--- src/rtl/led_meter_if.sv ---
// Front-panel meter bus: packed per-channel samples in, packed LED vector and
// update tick out.
interface led_meter_if #(
  parameter int CHANNELS  = 2,
  parameter int LED_BITS  = 16,
  parameter int DATA_BITS = 24
);
  logic [CHANNELS*DATA_BITS-1:0] data_in;
  logic                          data_valid;
  logic                          mode;
  logic                          peak_en;
  logic [CHANNELS*LED_BITS-1:0]  leds;
  logic                          tick;

  modport master (
    output data_in, data_valid, mode, peak_en,
    input  leds, tick
  );

  modport slave (
    input  data_in, data_valid, mode, peak_en,
    output leds, tick
  );
endinterface

--- src/rtl/led_meter.sv ---
// Multi-channel LED level meter: windowed maximum per channel, quantised to a
// bar level, with a peak marker that holds for a number of windows then decays.
module led_meter #(
  parameter int CHANNELS    = 2,
  parameter int LED_BITS    = 16,
  parameter int DATA_BITS   = 24,
  parameter int TICK_PERIOD = 2**20,
  parameter int HOLD_TICKS  = 8
) (
  input  logic       clk,
  input  logic       rst_n,
  led_meter_if.slave bus
);
  localparam int CNT_W  = $clog2(TICK_PERIOD);
  localparam int LVL_W  = $clog2(LED_BITS + 1);
  localparam int HOLD_W = (HOLD_TICKS > 0) ? $clog2(HOLD_TICKS + 1) : 1;
  localparam int THR_W  = DATA_BITS + $clog2(LED_BITS) + 1;
  localparam logic [CNT_W-1:0]  CNT_LAST  = CNT_W'(TICK_PERIOD - 1);
  localparam logic [HOLD_W-1:0] HOLD_INIT = HOLD_W'(HOLD_TICKS);

  // Threshold for LED idx; the extra width keeps full-scale * (idx+1) exact.
  function automatic logic [THR_W-1:0] thresh_f(input int idx);
    logic [THR_W-1:0] full_v;
    logic [THR_W-1:0] prod_v;
    full_v = (THR_W'(1) << DATA_BITS) - THR_W'(1);
    prod_v = full_v * THR_W'(idx + 1);
    return prod_v / THR_W'(LED_BITS);
  endfunction

  logic [CNT_W-1:0] cnt_r;
  logic             tick_r;
  logic             update_s;

  assign update_s = (cnt_r == CNT_LAST);
  assign bus.tick = tick_r;

  // Window counter and the tick marking the first cycle of fresh level/peak.
  always_ff @(posedge clk or negedge rst_n) begin
    if (!rst_n) begin
      cnt_r  <= '0;
      tick_r <= 1'b0;
    end else begin
      cnt_r  <= update_s ? '0 : cnt_r + CNT_W'(1);
      tick_r <= update_s;
    end
  end

  for (genvar c = 0; c < CHANNELS; c++) begin : g_ch
    logic [DATA_BITS-1:0] sample_s;
    logic [DATA_BITS-1:0] max_r;
    logic [DATA_BITS-1:0] win_s;
    logic [LED_BITS-1:0]  ge_s;
    logic [LVL_W-1:0]     new_level_s;
    logic [LVL_W-1:0]     level_r;
    logic [LVL_W-1:0]     peak_r;
    logic [LVL_W-1:0]     peak_nxt_s;
    logic [HOLD_W-1:0]    hold_r;
    logic [HOLD_W-1:0]    hold_nxt_s;
    logic [LED_BITS-1:0]  pattern_s;
    logic [LED_BITS-1:0]  leds_r;

    assign sample_s = bus.data_in[c*DATA_BITS +: DATA_BITS];
    assign bus.leds[c*LED_BITS +: LED_BITS] = leds_r;

    // Running maximum including this cycle's sample when qualified.
    always_comb begin
      win_s = max_r;
      if (bus.data_valid && (sample_s > max_r)) begin
        win_s = sample_s;
      end else begin
        win_s = max_r;
      end
    end

    for (genvar i = 0; i < LED_BITS; i++) begin : g_thr
      localparam logic [THR_W-1:0] THR_V = thresh_f(i);
      assign ge_s[i] = ({{(THR_W-DATA_BITS){1'b0}}, win_s} >= THR_V);
    end

    // Level is the number of thresholds met by the window value.
    always_comb begin
      new_level_s = '0;
      for (int i = 0; i < LED_BITS; i++) begin
        new_level_s = new_level_s + LVL_W'(ge_s[i]);
      end
    end

    // Peak tracking: capture a new high, else count down hold, else decay.
    always_comb begin
      peak_nxt_s = peak_r;
      hold_nxt_s = hold_r;
      if (new_level_s >= peak_r) begin
        peak_nxt_s = new_level_s;
        hold_nxt_s = HOLD_INIT;
      end else if (hold_r != '0) begin
        hold_nxt_s = hold_r - HOLD_W'(1);
      end else if (peak_r != '0) begin
        peak_nxt_s = peak_r - LVL_W'(1);
      end else begin
        peak_nxt_s = peak_r;
        hold_nxt_s = hold_r;
      end
    end

    // Max, level, peak and hold; the max restarts at every window boundary.
    always_ff @(posedge clk or negedge rst_n) begin
      if (!rst_n) begin
        max_r   <= '0;
        level_r <= '0;
        peak_r  <= '0;
        hold_r  <= '0;
      end else if (update_s) begin
        max_r   <= '0;
        level_r <= new_level_s;
        peak_r  <= peak_nxt_s;
        hold_r  <= hold_nxt_s;
      end else begin
        max_r   <= win_s;
      end
    end

    // Bar or dot pattern with the optional peak marker ORed on top.
    always_comb begin
      pattern_s = '0;
      for (int i = 0; i < LED_BITS; i++) begin
        pattern_s[i] = (bus.mode ? ((level_r != '0) && (LVL_W'(i) == level_r - LVL_W'(1)))
                                 : (LVL_W'(i) < level_r))
                     | (bus.peak_en && (peak_r != '0) && (LVL_W'(i) == peak_r - LVL_W'(1)));
      end
    end

    // Registered LED drive so the board sees no combinational glitches.
    always_ff @(posedge clk or negedge rst_n) begin
      if (!rst_n) begin
        leds_r <= '0;
      end else begin
        leds_r <= pattern_s;
      end
    end
  end
endmodule

--- src/flat_wrapper.sv ---
// flat-port wrapper written by rule: the top's interface ports become plain ports
module led_meter_flat 
#(
  parameter int CHANNELS    = 2,
  parameter int LED_BITS    = 16,
  parameter int DATA_BITS   = 24,
  parameter int TICK_PERIOD = 2**20,
  parameter int HOLD_TICKS  = 8
)
  (clk, rst_n, bus_data_in, bus_data_valid, bus_mode, bus_peak_en, bus_leds, bus_tick);
  led_meter_if #(.CHANNELS(CHANNELS), .LED_BITS(LED_BITS), .DATA_BITS(DATA_BITS)) bus_i ();
  input  logic clk;
  input  logic rst_n;
  input wire logic [$bits(bus_i.data_in)-1:0] bus_data_in;
  input wire logic [$bits(bus_i.data_valid)-1:0] bus_data_valid;
  input wire logic [$bits(bus_i.mode)-1:0] bus_mode;
  input wire logic [$bits(bus_i.peak_en)-1:0] bus_peak_en;
  output wire logic [$bits(bus_i.leds)-1:0] bus_leds;
  output wire logic [$bits(bus_i.tick)-1:0] bus_tick;
  assign bus_i.data_in = bus_data_in;
  assign bus_i.data_valid = bus_data_valid;
  assign bus_i.mode = bus_mode;
  assign bus_i.peak_en = bus_peak_en;
  assign bus_leds = bus_i.leds;
  assign bus_tick = bus_i.tick;
  led_meter #(.CHANNELS(CHANNELS), .LED_BITS(LED_BITS), .DATA_BITS(DATA_BITS), .TICK_PERIOD(TICK_PERIOD), .HOLD_TICKS(HOLD_TICKS)) u_core (.clk(clk), .rst_n(rst_n), .bus(bus_i));
endmodule
--- config.mk ---
export PLATFORM = sky130hd
export DESIGN_NAME = led_meter_flat
export DESIGN_NICKNAME = d
export VERILOG_FILES = /design/src/rtl/led_meter_if.sv /design/src/rtl/led_meter.sv /design/src/flat_wrapper.sv
export SDC_FILE = /design/constraint.sdc
export NUM_CORES = 1
export LEC_CHECK = 0
export CAP_MARGIN = 10
export CORE_ASPECT_RATIO = 0.8
export CORE_MARGIN = 5
export CORE_UTILIZATION = 45
export DETAILED_ROUTE_END_ITERATION = 8
export GPL_TIMING_DRIVEN = 0
export SLEW_MARGIN = 25
export SYNTH_ARGS = -nofsm -noshare
export SYNTH_HDL_FRONTEND = slang
export SYNTH_SLANG_ARGS = --single-unit
--- constraint.sdc ---
create_clock -name clk -period 8.5 [get_ports clk]
set_clock_uncertainty 0.2 [all_clocks]
set_input_delay 0.85 -clock clk [delete_from_list [all_inputs] [get_ports clk]]
set_output_delay 0.85 -clock clk [all_outputs]
set_load 0.05 [all_outputs]
# Word-level counts from Yosys, hierarchy flattened
# Index checks and enable logic that the tools add are counted.
# word_totals
reg_bits	129
inputBits	53
out_inout_bits	33
word_cells	345
# classes
addsub	37
order_cmp	68
n_eq_ne	63
n_mux	47
bitwise	32
reduce_logical	86
# ops
op	n
$ge A24 B24 Y1 const B	16
$ge A24 B23 Y1 const B	8
$eq A4 B5 Y1 const A	32
$add A5 B1 Y5	28
$ge A24 B22 Y1 const B	4
$mux W24	4
$eq A3 B5 Y1 const A	16
$lt A4 B5 Y1 const A	16
$logic_and A1 B1 Y1	68
$ge A24 B20 Y1 const B	2
$ge A24 B21 Y1 const B	2
$gt A24 B24 Y1	2
$eq A2 B5 Y1 const A	8
$lt A3 B5 Y1 const A	8
$mux W1	32
$or A1 B1 Y1	32
$mux W5	6
$add A20 B1 Y20 const B	1
$eq A1 B5 Y1 const A	4
$eq A20 B20 Y1 const B	1
$logic_not A5 Y1	4
$lt A1 B5 Y1 const A	4
$lt A2 B5 Y1 const A	4
$mux W20	1
11 further kinds	30

# Depth between registers and ports, before layout
# depth
ltp_word	22
depth_mapped	31
ltp_nobuf	26

# Worst setup path before layout
# Ideal clock, no wire load.
# synth_timing
path_kind	input-to-reg
start	input port bus_data_in[3]
end	register u_core.g_ch[0].peak_r[4]
setup_time_ps	147
arrival_time_ps	7355
t_required_ps	8153
path_slack_ps	798
cell_stages	25
n_path_buf	3
cell_sequence	ha_1 a21oi_1 a31oi_1 o31a_1 o41a_1 buf_2 buf_6 nor4_1 a41oi_1 ha_1 fa_1 fa_1 fa_1 inv_1 fa_1 fa_1 fa_1 inv_1 ha_1 a21o_1 a21oi_1 o21a_1 buf_1 mux2i_1 a22oi_1
# synth_via
elab_chain_len	22
word_cells_on_any_way	39
classes_between	add/sub (15); order compare (18); eq/ne (1); mux (2); reduce/logical (3)
# synth_lines
item	line	rtl
start, declared	flat_wrapper.sv:14	input wire logic [$bits(bus_i.data_in)-1:0] bus_data_in;
$gt A24 B24 Y1	led_meter.sv:68	if (bus.data_valid && (sample_s > max_r)) begin
$logic_and A1 B1 Y1	led_meter.sv:68	
$mux W24 (*)	led_meter.sv:68	
$ge A24 B20 Y1 or $ge A24 B21 Y1 (tied branches)	led_meter.sv:77	assign ge_s[i] = ({{(THR_W-DATA_BITS){1'b0}}, win_s} >= THR_V);
$add A1 B1 Y2	led_meter.sv:84	new_level_s = new_level_s + LVL_W'(ge_s[i]);
$add A5 B1 Y5 (13 in a row)	led_meter.sv:84	
$add A5 B1 Y5 (*)	led_meter.sv:84	
net u_core.g_ch[0].new_level_s[1]	led_meter.sv:53	logic [LVL_W-1:0] new_level_s;
$ge A5 B5 Y1 (*)	led_meter.sv:92	if (new_level_s >= peak_r) begin
$ne A2 B1 Y1 (no source line) or $reduce_bool A2 Y1 (tied branches)	--	
$reduce_and A3 Y1 (no source line)	--	
end signal, assigned	led_meter.sv:115	peak_r <= peak_nxt_s;
end, declared	led_meter.sv:55	logic [LVL_W-1:0] peak_r;
# The timed path passes the listed nets; every way through them passes the cells marked *.
# A chain may end at the register's enable or synchronous reset.

# Final worst setup path
# layout_timing
start	input port bus_data_in[22]
end	register u_core.g_ch[0].hold_r[1]
# layout_via
elab_chain_len	22
word_cells_on_any_way	38
classes_between	add/sub (15); order compare (18); mux (2); reduce/logical (3)
# layout_lines
item	line	rtl
$gt A24 B24 Y1	led_meter.sv:68	
$logic_and A1 B1 Y1	led_meter.sv:68	
$mux W24 (*)	led_meter.sv:68	
$ge A24 B20 Y1 or $ge A24 B21 Y1 (tied branches)	led_meter.sv:77	
$add A1 B1 Y2	led_meter.sv:84	
$add A5 B1 Y5 (13 in a row)	led_meter.sv:84	
$add A5 B1 Y5 (*)	led_meter.sv:84	
net u_core.g_ch[0].new_level_s[4]	led_meter.sv:53	
$ge A5 B5 Y1 (*)	led_meter.sv:92	
$reduce_bool A2 Y1 (no source line)	--	
$reduce_and A2 Y1 (no source line)	--	
end signal, assigned	led_meter.sv:116	hold_r <= hold_nxt_s;
end, declared	led_meter.sv:57	logic [HOLD_W-1:0] hold_r;
# Marks and branches as above.

==> flow_summary.ini <==
[outcome]
outcome = complete, no violations

[placement]
dp_slack_ps = -612
dpl.hpwl_microns = 17600
place.gp.congestion = 0.886
dp_cells = 1406
port_buffers = 85

[cells_and_area]
fin_cells = 1436
antenna_cells = 0
fillers = 1927
area_growth_pct = 19.6
nNetsFinal = 1310
drive_gt1_share_pct = 6.77
layout_common_cells = 129 x nand2_1, 129 x dfrtp_1, 92 x inv_1

[floorplanning]
initial_utilization_pct = 45.5
fp-row-count = 47
pin_count = 86
dieHeight_microns = 139
dieArea_sq_um = 23800
coreArea_sq_um = 20600
die-width_microns = 171

[synthesis]
syn_avg_cell_area_sq_um = 8.91
yosys.area_share.simple_pct = 17.8
syn_nets = 1206
synth_mux_area_share_pct = 5.62
syn_area_sq_um = 9370
yosys.area_share.xor_xnor_pct = 2.71
yosys_warnings = 0
ys_ff_latch = 129
yosysSeqAreaShare_pct = 34.5
syn_inst = 1051
synth_enable_flop_cells = 0
synth_ff_type = dfrtp_1
async_flop_share_pct = 100
synth.distinct_cells = 61
synth_top_family_by_area = simple AND/OR/NAND/NOR gates
synth_adder_area_share_pct = 15.2
synth_compound_area_share_pct = 17.0

[worst_setup_path]
worstPathArrival_ps = 8290
slowest_delay_ps = 630
worstReg2RegStart = u_core.g_ch[1].max_r[21]
crit_path_frequent_cell = fa_1
critPathBufInv = 5
slowest_stage = clkdlybuf4s50_1
start_kind = primary input
critPathLaunch = bus_data_in[22]
path_class = in -> reg
critPathCaptureType = register
path_delay_family = adder cells
critPathRequiredTime_ps = 8660
timing.critical_path.fanout_max = 10

[clock_tree]
cts_tree = done
cts.path.max_buffers = 2
clkSinkCount = 129
clk_latency_ps = 420
path_clk_slew_ps = 60
cts_hold_buf = 0
htreeDepth = 4
root_buffer = clkbuf_16
cts_inserted_buffers = 17

[job]
max-cap-violations = 0

[global_route]
grt_antenna_before_repair = 0
use_met3_pct = 3.31
use_met1_pct = 31.3
grt_pass1_vias = 7761
grt_use_met2_pct = 29.6
grt_pass1_wl_microns = 39800
grt_max_degree = 87
track_usage_pct = 20.2
grt_overflow = 0
busiest_layer = met1

[sta]
slew_headroom_pct = 40.4
whs_ps = 95.4
finalCriticalPeriod_ps = 8130
maxSlewViolCount = 0
hold_viol = 0
timing.final.ws_setup_ps = 365
rsz0062_at_grt = false
setup_violations = 0
max_freq_mhz = 123
finalCritPeriodShare_pct = 95.7
tightest_slew_ps = 887

[pwr]
p_leak_nw = 5.04
fin_total_pwr_mw = 3.87
vdd_drop_max_uv = 426
p_per_area_nw_per_um2 = 345

[detailed_routing]
vias_per_cell = 5.61
wl_per_cell_microns = 16.4
vias = 8052
drtIter0Drc = 644
first_pass_iters = 5
drt_wl_total_microns = 23500
antenna_left = 0
post-route-drc-count = 0

[worst_hold_path]
min_path_type = in -> async
==> per-layer routing <==
layer / vias to the layer above / routed length, microns
met4: 0 / 229
met5: - / 0
li1: 3977 / -
met1: 3806 / 11800
met2: 243 / 10200
met3: 26 / 1220
==> worst reg2reg max path: cells and delay by family, from the launching register on <==
kind / cells / cell delay (ps)
buf+inv: 7 / 1210
simple gates: 2 / 530
fa+ha+maj: 9 / 3830
flops: 1 / 320
compound gates: 7 / 1230
mux: 2 / 460
==> stage by stage <==
| stage | utilization, % | TNS, ps | instance area (sq um) |
|---|---|---|---|
| global placement | 51.3 | -7160 | 10600 |
| detailed placement | 51.4 | -7720 | 10600 |
| CTS | 54.3 | 0 | 11200 |
| global route | 54.5 | 0 | 11200 |
| finish | 54.5 | 0 | 11200 |
| floorplan | - | 0 | 9370 |
==> cells by family (layout without fill, tap and decap cells) <==
kind of cell             Yosys count  after routing
AND/OR/NAND/NOR                  341            341
AO/OA/AOI/OAI                    238            238
buffers and inverters            160            276
flip-flops                       129            129
adder cells (fa/ha/maj)          102            102
multiplexers                      52             52
XOR/XNOR                          29             29
==> what timing repair did <==
action / CTS / global route
buffers inserted: 0 / 1
gates resized for setup: 1 / 13
setup endpoints to repair: 8 / 18
pin swaps: 0 / 2
cloned: 0 / 0
==> flip-flops by register name (all words and copies together), names as in the netlist <==
name                 flops
u_core.g_ch.hold_r       8
u_core.cnt_r            20
u_core.g_ch.max_r       48
u_core.g_ch.leds_r      32
u_core.g_ch.peak_r      10
u_core.g_ch.level_r     10
u_core.bus.tick          1
==> layout make-up <==
type / instances / area (sq um) / share of cell area (%)
plain buffers: 66 / 322 / 2.87
well taps: 269 / 337 / 3.00
inverters: 92 / 345 / 3.08
clock buffers: 18 / 439 / 3.92
flip-flops and latches: 129 / 3230 / 28.8
clock inverters: 13 / 139 / 1.24
multi-input cells: 762 / 5510 / 49.1
repair buffers: 87 / 891 / 7.95
==> cells in the mapped netlist, drive strengths merged (16+ instances only) <==
| library cell | count | share of area [%] |
|---|---|---|
| o31ai | 30 | 2.4 |
| nand4 | 45 | 3.0 |
| clkbuf | 41 | 1.6 |
| ha | 82 | 11 |
| nand3 | 54 | 2.9 |
| fa | 20 | 4.3 |
| xnor2 | 16 | 1.5 |
| nand2 | 129 | 5.2 |
| inv | 92 | 3.7 |
| o21ai | 46 | 2.5 |
| buf | 27 | 1.8 |
| a21oi | 47 | 2.5 |
| nor2 | 43 | 1.7 |
| mux2i | 47 | 5.0 |
| dfrtp | 129 | 34 |
==> final timing paths <==
path,slack (ps),to,cells past startpoint
worst max register to register,570,u_core.g_ch[1].peak_r[2],27
worst min register to register,270,u_core.cnt_r[4],1
min in group clk,270,u_core.cnt_r[4],1
max in group asynchronous,7260,u_core.g_ch[1].max_r[21],2
worst max-delay path,370,u_core.g_ch[0].hold_r[1],26
worst min-delay path,100,u_core.g_ch[0].level_r[2],1
==> power breakdown <==
group | switching [mW] | internal, mW
logic | 1.37 | 1.05
registers | 0.0374 | 0.683
clock network | 0.288 | 0.438
total | 1.69 | 2.18
Power figures use the tool's default switching activity.
